--- config.mk ---
export PLATFORM = sky130hd
export DESIGN_NAME = fix_div
export DESIGN_NICKNAME = d
export VERILOG_FILES = /design/src/rtl/fix_pkg.sv /design/src/rtl/fix_abs.sv /design/src/rtl/fix_div.sv
export SDC_FILE = /design/constraint.sdc
export NUM_CORES = 1
export LEC_CHECK = 0
export ABC_AREA = 1
export CAP_MARGIN = 10
export CORE_ASPECT_RATIO = 0.6
export CORE_MARGIN = 2
export CORE_UTILIZATION = 48
export CTS_CLUSTER_DIAMETER = 50
export CTS_CLUSTER_SIZE = 40
export DETAILED_ROUTE_END_ITERATION = 10
export PLACE_DENSITY_LB_ADDON = 0.15
export SLEW_MARGIN = 40
export SYNTH_ARGS = -nofsm -noshare
export SYNTH_HDL_FRONTEND = slang
export SYNTH_SLANG_ARGS = --single-unit
--- constraint.sdc ---
create_clock -name clk -period 4.06 [get_ports clk]
set_input_delay 1.015 -clock clk [delete_from_list [all_inputs] [get_ports clk]]
set_output_delay 1.015 -clock clk [all_outputs]
set_load 0.01 [all_outputs]
--- src/rtl/fix_pkg.sv ---
// Shared widths, state encoding and saturation words for the Q31/Q15 divider.
package fix_pkg;

    localparam int Q15_W = 16;
    localparam int Q31_W = 32;
    localparam int ITER  = 15;
    localparam int CNT_W = 4;
    localparam int DIV_W = Q15_W + 1;

    typedef enum logic [1:0] {
        IDLE = 2'd0,
        LOAD = 2'd1,
        CALC = 2'd2,
        FIN  = 2'd3
    } fix_state_e;

    localparam logic [Q15_W-1:0] SAT_POS = 16'h7FFF;
    localparam logic [Q15_W-1:0] SAT_NEG = 16'h8001;

    // Symmetric saturation: the most negative code 0x8000 is never produced.
    function automatic logic [Q15_W-1:0] sat_word(input logic neg);
        return neg ? SAT_NEG : SAT_POS;
    endfunction

endpackage

--- src/rtl/fix_abs.sv ---
// Two's-complement to sign + unsigned magnitude; the most negative code maps to 2^(W-1).
module fix_abs #(
    parameter int W = 16
) (
    input  logic [W-1:0] val,
    output logic         neg,
    output logic [W-1:0] mag
);

    always_comb begin
        neg = val[W-1];
        mag = val[W-1] ? (~val + {{(W-1){1'b0}}, 1'b1}) : val;
    end

endmodule

--- src/rtl/fix_div.sv ---
// Restoring sign-magnitude divider, Q31 / Q15 -> Q15, fixed 18-cycle throughput.
//
//   state | meaning
//   IDLE  | waiting for start; operands captured when it is seen
//   LOAD  | magnitudes, sign, divide-by-zero and overflow flags formed
//   CALC  | one restoring step per cycle, quotient bit 14 down to 0
//   FIN   | result (or saturated word) registered, out_valid pulsed
module fix_div
    import fix_pkg::*;
(
    input  logic             clk,
    input  logic             rst_n,
    input  logic             start,
    input  logic [Q31_W-1:0] in_a,
    input  logic [Q15_W-1:0] in_b,
    output logic             busy,
    output logic             out_valid,
    output logic [Q15_W-1:0] q_out,
    output logic             ovf,
    output logic             dz
);

    fix_state_e state;
    fix_state_e state_nxt;

    logic [Q31_W-1:0] a_reg;
    logic [Q15_W-1:0] b_reg;
    logic [Q31_W-1:0] r_reg;
    logic [DIV_W-1:0] d_reg;
    logic [ITER-1:0]  qm_reg;
    logic [CNT_W-1:0] cnt_reg;
    logic             sign_reg;
    logic             a_neg_reg;
    logic             dz_f;
    logic             ovf_f;

    logic             a_neg;
    logic             b_neg;
    logic [Q31_W-1:0] a_mag;
    logic [Q15_W-1:0] b_mag;
    logic [Q31_W-1:0] d_shift;
    logic [Q15_W-1:0] q_mag;

    fix_abs #(.W(Q31_W)) u_abs_a (
        .val (a_reg),
        .neg (a_neg),
        .mag (a_mag)
    );

    fix_abs #(.W(Q15_W)) u_abs_b (
        .val (b_reg),
        .neg (b_neg),
        .mag (b_mag)
    );

    // Without overflow R < D<<15, so a 32-bit remainder never truncates.
    assign d_shift = {{(Q31_W-DIV_W){1'b0}}, d_reg} << cnt_reg;
    assign q_mag   = {1'b0, qm_reg};
    assign busy    = (state != IDLE);

    always_ff @(negedge clk) begin
        if (!rst_n) begin
            state <= IDLE;
        end else begin
            state <= state_nxt;
        end
    end

    always_comb begin
        state_nxt = state;
        case (state)
            IDLE: if (start) state_nxt = LOAD;
            LOAD: state_nxt = CALC;
            CALC: if (cnt_reg == '0) state_nxt = FIN;
            FIN:  state_nxt = IDLE;
            default: state_nxt = IDLE;
        endcase
    end

    always_ff @(negedge clk) begin
        if (!rst_n) begin
            a_reg     <= '0;
            b_reg     <= '0;
            r_reg     <= '0;
            d_reg     <= '0;
            qm_reg    <= '0;
            cnt_reg   <= '0;
            sign_reg  <= 1'b0;
            a_neg_reg <= 1'b0;
            dz_f      <= 1'b0;
            ovf_f     <= 1'b0;
            out_valid <= 1'b0;
            q_out     <= '0;
            ovf       <= 1'b0;
            dz        <= 1'b0;
        end else begin
            out_valid <= 1'b0;
            case (state)
                IDLE: begin
                    if (start) begin
                        a_reg <= in_a;
                        b_reg <= in_b;
                    end
                end
                LOAD: begin
                    r_reg     <= a_mag;
                    d_reg     <= {b_mag, 1'b0};
                    sign_reg  <= a_neg ^ b_neg;
                    a_neg_reg <= a_neg;
                    dz_f      <= (b_mag == '0);
                    ovf_f     <= (b_mag != '0) && (a_mag >= {b_mag, 16'b0});
                    qm_reg    <= '0;
                    cnt_reg   <= CNT_W'(ITER - 1);
                end
                CALC: begin
                    // Steps run even for dz/ovf so the latency never varies.
                    if (r_reg >= d_shift) begin
                        r_reg  <= r_reg - d_shift;
                        qm_reg <= {qm_reg[ITER-2:0], 1'b1};
                    end else begin
                        qm_reg <= {qm_reg[ITER-2:0], 1'b0};
                    end
                    if (cnt_reg != '0) cnt_reg <= cnt_reg - CNT_W'(1);
                end
                FIN: begin
                    out_valid <= 1'b1;
                    if (dz_f) begin
                        q_out <= sat_word(a_neg_reg);
                        dz    <= 1'b1;
                        ovf   <= 1'b0;
                    end else if (ovf_f) begin
                        q_out <= sat_word(sign_reg);
                        dz    <= 1'b0;
                        ovf   <= 1'b1;
                    end else begin
                        q_out <= sign_reg ? (~q_mag + 16'd1) : q_mag;
                        dz    <= 1'b0;
                        ovf   <= 1'b0;
                    end
                end
                default: ;
            endcase
        end
    end

endmodule

==> results of run 1 <==
==> area by class of cell <==
cell class / count / area (um^2) / share of cell area
tap: 279 / 349 / 0.0277
sequential: 140 / 2810 / 0.223
clock inverter: 154 / 688 / 0.0545
multi-input combinational: 1285 / 6610 / 0.524
clock buffer: 17 / 425 / 0.0337
inverter: 193 / 728 / 0.0577
timing repair buffer: 112 / 992 / 0.0786
timing repair inverter: 1 / 7.51 / 0.000595
==> worst reg2reg max path: stages (launching register included) <==
cell and delay, ps:
dfxtp_1 310, inv_1 130, ha_1 260, nand2_1 80
nor2_1 170, nand2_1 160, nor3_1 290, nand4_1 130
a21oi_1 200, a21oi_2 90, ha_1 340, nand2_1 60
nor3_1 420, nor4b_2 440, nand4_1 260, nand2_1 200
nand2_1 70, a21oi_1 120
==> routing by layer <==
layer	track usage	wire, um	vias to the layer above
met4	0.0851	402	0
li1	-	-	5963
met5	0	0	-
met3	0.124	3650	37
met2	0.381	12900	501
met1	0.432	17100	5257
==> final timing paths <==
| path | startpoint | end | slack, ps | cells past startpoint |
|---|---|---|---|---|
| hold / removal | r_reg[8] | r_reg[8] | 470 | 2 |
| setup reg to reg | a_reg[0] | ovf_f | 260 | 17 |
| setup / recovery | state[0] | busy | -130 | 4 |
| hold reg to reg | r_reg[8] | r_reg[8] | 470 | 2 |
==> logic make-up (layout without fill, tap and decap cells) <==
group,count (synthesis),count (layout)
XOR/XNOR,29,29
buffers and inverters,271,477
multiplexers,3,3
AO/OA/AOI/OAI,436,436
flip-flops,140,140
adder cells (fa/ha/maj),58,58
AND/OR/NAND/NOR,759,759
==> what timing repair did <==
action	4_1_cts	5_1_grt
buffers inserted	1	1
setup endpoints to repair	20	39
gates cloned	0	1
gates resized for setup	81	14
pin swaps	1	1
==> metrics by stage <==
stage / util / setup WS (ps) / cell area [um^2] / hold slack, ps
finish: 0.595 / -126 / 12600 / 474
global route: 0.595 / -174 / 12600 / 499
CTS: 0.596 / -138 / 12600 / 469
detailed placement: 0.545 / -196 / 11500 / 462
global placement: 0.545 / -173 / 11500 / 455
floorplan: - / 40.6 / 10500 / 441
==> synth_stat cells (all sizes together) <==
master and instances:
nand2 393, o21ai 234, nor2 194, inv 192
a21oi 171, dfxtp 140, nand3 107, clkbuf 64
ha 58, nor3 23, xor2 21, nand4 19
buf 13, or2 11, nand3b 10, xnor2 8
o211ai 6, o21a 4, o21bai 4, a31oi 3
mux2i 3, a21boi 2, a21o 2, a221oi 2
a31o 2, a41oi 2, clkinv 2, a211o 1
a211oi 1, nor4 1, nor4b 1, o22ai 1
o31ai 1
==> results.toml, run 1 <==
[floorplanning]
coreArea_um2 = 21200
fp.dieH_um = 118
placementRows = 41
ios = 71
die_w_um = 194
start_util = 0.493
die_area_um2 = 23000

[final_layout]
fill_cells = 2105
antenna_cells = 0
layout_commonest_cell = "nand2_1"
final_cell_mix = "381 x nand2_1, 329 x inv_1, 205 x o21ai_0"
syn_to_final_growth_pct = 20.7
drive_gt1_frac = 0.0841
fin_cells = 2181
fin_nets = 1999

[setup_path]
cp_top_family = "flip-flops"
arrival_ps = 3170
worstSetupEndpointType = "output pin"
crit_type = "flip-flop to output pin"
critPathMaxStageDelay_ps = 320
worst-path-buf-inv = 3
required_ps = 3040
worstPathCellList = "inv_2 > ha_4 > inv_2 > buf_6"
cp_slowest_cell = "dfxtp_2"
crit_fanout = 2
cp-start-kind = "flip-flop"
crit_path_frequent_cell = "inv_2"

[synthesis]
yosys.area.top_type_share = 0.268
yosysWarnings = 0
syn_area_um2 = 10500
synth_top_family_by_area = "simple AND/OR/NAND/NOR gates"
synth_xor_area_frac = 0.0243
synth-seq-cells = 140
synth_fa_ha_area_frac = 0.0694
avgSynthCellArea_um2 = 6.16
synthesis.nets = 1805
synth_compound_area_frac = 0.222
synthMuxAreaShare = 0.00287
ys_types = 49
yosysSeqAreaShare = 0.268
yosys.area.top_type = "dfxtp_1"
yosys-top-cells-area = "dfxtp_1 27%, nand2_1 14%, o21ai_0 9.8%"
syn_inst = 1696
synthSimpleGateAreaFrac = 0.312

[global_routing]
grt_max_degree = 83
grt_pass1_vias = 10768
grt_pass1_wl_um = 54400
overflow = 0
grtUsageTotal = 0.295
antenna_found_initial = 0

[sta]
tns_ps = -126
final_hold_viol_count = 0
slew_viol_final = 0
rsz0062_at_grt = "yes"
setup_viol = 1
layout_setup_ws_ps = -126
finClkSkew_ps = 25.2
relSlewSlack = 0.443
worstMarginPinSlew_ps = 834

[drt]
antenna_left = 0
vias = 11758
wirelength_um = 34100
dr.pass1.iters = 6
drt_iter0_drc = 1224
viasPerCell = 5.39
drc = 0
routedWlPerCell_um = 15.6

[clock_network]
cts-root-buf = "clkbuf_16"
cts-hold-fix-buffers = 0
clk_latency_ps = 470
numCtsBuffers = 17
tritoncts = "built"
clock_path_buffers = 2
clk_pin_slew_ps = 30
htree_num_levels = 4
cts_sinks = 140

[placed_design]
placedCellCount = 2008
gp_congestion = 0.996
hpwl_um = 25500
portBuffers = 70

[flow_run]
drv_cap = 0

[hold_path]
hold_class = "flip-flop to flip-flop"

[run_status]
violations = "negative setup slack"
status = "finished with violations"
Power of run 1 is not shown: default switching activity piles up to over one toggle a cycle in this logic, so the estimate is an artifact.
==> inputs of run 2 (changes only) <==
--- a/config.mk
+++ b/config.mk
@@ -15,3 +15,3 @@
 export DETAILED_ROUTE_END_ITERATION = 10
-export PLACE_DENSITY_LB_ADDON = 0.15
+export PLACE_DENSITY_LB_ADDON = 0.25
 export SLEW_MARGIN = 40
==> constraint.sdc (replaced) <==
create_clock -name clk -period 4.06 [get_ports clk]
set_input_delay 0.812 -clock clk [delete_from_list [all_inputs] [get_ports clk]]
set_output_delay 0.812 -clock clk [all_outputs]
set_load 0.01 [all_outputs]
==> run 2 against run 1 <==
Compared with the run above: the run now ends clean; non-clock buffer count unchanged; flip-flop and latch count did not move; die area unchanged; first-iteration DRC count rose by 0.57%; critical path type unchanged; critical endpoint unchanged; register-to-register slack got worse by 50 ps; via count up 0.68%; highest routed layer unchanged.
==> results.toml, run 2 (synthesis gave the netlist of run 1 again) <==
[placed_design]
gp_congestion = 0.992
portBuffers = 70
hpwl_um = 25100

[setup_path]
required_ps = 3250
crit_path_frequent_cell = "inv_2"
cp_top_family = "flip-flops"
worstPathCellList = "inv_2 > ha_4 > inv_2 > buf_2"
arrival_ps = 3170
crit_type = "flip-flop to output pin"
worstSetupEndpointType = "output pin"
crit_fanout = 2
cp-start-kind = "flip-flop"
cp_slowest_cell = "dfxtp_2"
critPathMaxStageDelay_ps = 320
worst-path-buf-inv = 3

[drt]
routedWlPerCell_um = 15.5
drc = 0
viasPerCell = 5.43
dr.pass1.iters = 5
drt_iter0_drc = 1231
wirelength_um = 33700
antenna_left = 0
vias = 11838

[global_routing]
grt_pass1_vias = 10832
overflow = 0
grt_pass1_wl_um = 54100
antenna_found_initial = 0
grtUsageTotal = 0.293
grt_max_degree = 75

[sta]
worstMarginPinSlew_ps = 696
finClkSkew_ps = 23.3
relSlewSlack = 0.536
setup_viol = 0
slew_viol_final = 0
final_hold_viol_count = 0
rsz0062_at_grt = "no"
tns_ps = 0

[flow_run]
drv_cap = 0

[floorplanning]
start_util = 0.493
ios = 71
die_area_um2 = 23000
fp.dieH_um = 118
die_w_um = 194
placementRows = 41
coreArea_um2 = 21200

[clock_network]
cts-root-buf = "clkbuf_16"
clock_path_buffers = 2
tritoncts = "built"
clk_pin_slew_ps = 40
numCtsBuffers = 17
cts_sinks = 140
cts_setup_buffers = 0
htree_num_levels = 4
clk_latency_ps = 480

[final_layout]
final_cell_mix = "381 x nand2_1, 329 x inv_1, 205 x o21ai_0"
fin_nets = 1998
antenna_cells = 0
syn_to_final_growth_pct = 20.6
layout_commonest_cell = "nand2_1"
drive_gt1_frac = 0.0720

[hold_path]
hold_class = "flip-flop to flip-flop"

[run_status]
status = "complete, no violations"
run 2: area by class of cell:
type | instances | area (um^2)
fillers | 2104 | 8580
multi-input cells | 1285 | 6610
flip-flops and latches | 140 | 2810
repair buffers | 112 | 1020
inverters | 193 | 724
clock inverters | 155 | 667
clock buffers | 17 | 425
well taps | 279 | 349
run 2: per-stage QoR:
stage | hold slack [ps] | instances | utilization | cell area, um^2 | setup WS [ps]
floorplan | 441 | 1696 | - | 10500 | 244
global placement | 458 | 2010 | 0.544 | 11500 | 33.3
detailed placement | 462 | 2010 | 0.544 | 11500 | 13.1
CTS | 469 | 2181 | 0.594 | 12600 | 4.13
global route | 498 | 2181 | 0.595 | 12600 | 18.6
finish | 469 | 2181 | 0.595 | 12600 | 73.5
run 2: routing by layer:
layer	vias to the layer above	part of all wire	wire length, um	GRT usage
li1	5956	-	-	-
met1	5304	0.49	16500	0.429
met2	539	0.38	12800	0.384
met3	39	0.12	4100	0.117
met4	0	0.011	386	0.0875
met5	-	0	0	0
run 2: what timing repair did:
| action | 4_1_cts | 5_1_grt |
|---|---|---|
| pin swaps | 0 | 1 |
| resized for setup | 26 | 6 |
| hold endpoints to repair | 0 | 0 |
| setup endpoints to repair | 20 | 3 |
| hold buffers | 0 | 0 |
run 2: tightest hold or removal path: cells and delay by family, from the launching register on:
kind             cells  cell delay [ps]
flip-flops           1              300
AO/OA/AOI/OAI        1               60
AND/OR/NAND/NOR      1               60
run 2: worst paths after layout:
check | from | to | slack [ps] | cells after the start
setup / recovery | state[1] | busy | 70 | 4
hold / removal | q_out[15] | q_out[15] | 470 | 2
setup reg to reg | a_reg[0] | ovf_f | 210 | 18
hold reg to reg | q_out[15] | q_out[15] | 470 | 2
Power of run 2 is left out for the same reason.
==> inputs of run 3 (changes only) <==
- CTS_BUF_LIST: not set -> sky130_fd_sc_hd__clkbuf_4
==> run 3 against run 2 <==
Compared with the run above: the run now ends with negative setup slack left; worst setup slack worse by 110 ps; critical path depth stayed put; register-to-register slack better by 70 ps; flip-flop and latch count stayed put; critical endpoint unchanged; highest routed layer unchanged.
==> results.toml, run 3 (synthesis gave the netlist of run 1 again) <==
[run_status]
status = "finished with violations"
violations = "negative setup slack"

[hold_path]
hold_path.startpoint = "r_reg[8]"
min_delay_path_depth = 2
min_to = "r_reg[8]"
hold_class = "flip-flop to flip-flop"

[drt]
drt_iter0_drc = 1158
vias = 11876
viasPerCell = 5.44
routedWlPerCell_um = 15.3
dr.pass1.iters = 6
drc = 0
wirelength_um = 33500
antenna_left = 0

[floorplanning]
ios = 71
placementRows = 41
start_util = 0.493
die_area_um2 = 23000
die_w_um = 194
coreArea_um2 = 21200
fp.dieH_um = 118

[setup_path]
worstPathCellList = "inv_2 > ha_4 > inv_2 > buf_6"
r2r-end = "ovf_f"
required_ps = 3250
cp_top_family = "flip-flops"
cp-start-kind = "flip-flop"
critPathMaxStageDelay_ps = 320
ff2ff_setup_slack_ps = 280
reg2reg_from = "a_reg[0]"
worst-path-buf-inv = 3
worstSetupEndpointType = "output pin"
reg2regPathDepth = 18
crit_type = "flip-flop to output pin"
crit_path_frequent_cell = "inv_2"
crit_fanout = 2
arrival_ps = 3280
cp_slowest_cell = "dfxtp_2"

[clock_network]
cts_sinks = 140
clk_pin_slew_ps = 40
clk_latency_ps = 610
tritoncts = "built"
numCtsBuffers = 17
clock_path_buffers = 2
htree_num_levels = 4
cts-hold-fix-buffers = 0
cts-root-buf = "clkbuf_4"

[final_layout]
layout_commonest_cell = "nand2_1"
final_cell_mix = "381 x nand2_1, 329 x inv_1, 205 x o21ai_0"
antenna_cells = 0
drive_gt1_frac = 0.0783
fin_nets = 2000
fill_cells = 2142
syn_to_final_growth_pct = 17.7

[global_routing]
grt_max_degree = 75
overflow = 0
grtUsageTotal = 0.290
grt_pass1_vias = 10830
antenna_found_initial = 0
grt_pass1_wl_um = 53700

[sta]
holdWs_ps = 472
relSlewSlack = 0.484
worstMarginPinSlew_ps = 769
final_hold_viol_count = 0
rsz0062_at_grt = "yes"
slew_viol_final = 0
setup_viol = 1
layout_setup_ws_ps = -35.8
finClkSkew_ps = 45.2

[placed_design]
gp_congestion = 0.992
hpwl_um = 25100
portBuffers = 70

[flow_run]
drv_cap = 0
## run 3: cell count changes in the layout (fill, tap and decap cells not counted), moves of 2 or more
| cell | change |
|---|---|
| clkbuf_16 | -17 |
| clkdlybuf4s15_1 | +6 |
| clkbuf_2 | +8 |
| dlygate4sd2_1 | -16 |
| buf_4 | +2 |
| clkbuf_4 | +17 |
## run 3: worst max path at each step
stage              from        end  slack [ps]  depth (start not counted)
2_1_floorplan     rst_n   r_reg[2]         240                          5
3_3_place_gp      start  a_reg[25]          30                          6
3_5_place_dp      start  a_reg[19]          10                          5
4_1_cts        state[1]       busy         -70                          4
5_1_grt        state[1]       busy        -100                          4
6_report       state[0]       busy         -40                          4
## run 3: stage by stage
stage	setup WS, ps	TNS [ps]	util	cell area (um^2)	std cells
6_report	-35.8	-35.8	0.581	12300	2183
4_1_cts	-67.2	-67.2	0.581	12300	2181
5_1_grt	-95.3	-95.3	0.581	12300	2183
3_3_place_gp	33.3	0	0.544	11500	2010
2_1_floorplan	244	0	-	10500	1696
3_5_place_dp	13.1	0	0.544	11500	2010
## run 3: tightest hold or removal path, stage by stage (launching register included)
cell	delay, ps
dfxtp_1	310
nand2_1	60
a21oi_1	50
## run 3: final cells by class
cell class,count,area [um^2],area share
multi-input cells,1285,6610,0.537
flip-flops and latches,140,2810,0.228
repair buffers,114,1020,0.0827
inverters,193,724,0.0589
clock inverters,155,667,0.0542
well taps,279,349,0.0284
clock buffers,17,128,0.0104
## run 3: repair_timing
action	4_1_cts	5_1_grt
pin swaps	1	1
endpoints found under the setup margin	20	17
setup buffers	0	2
resized for setup	44	17
gates cloned	0	0
## run 3: routing by layer
metal / up-vias / part of all wire / global-route usage
met2: 513 / 0.37 / 0.378
met5: - / 0 / 0
li1: 5964 / - / -
met4: 0 / 0.014 / 0.0918
met1: 5357 / 0.49 / 0.422
met3: 42 / 0.12 / 0.120
Power of run 3 is left out for the same reason.
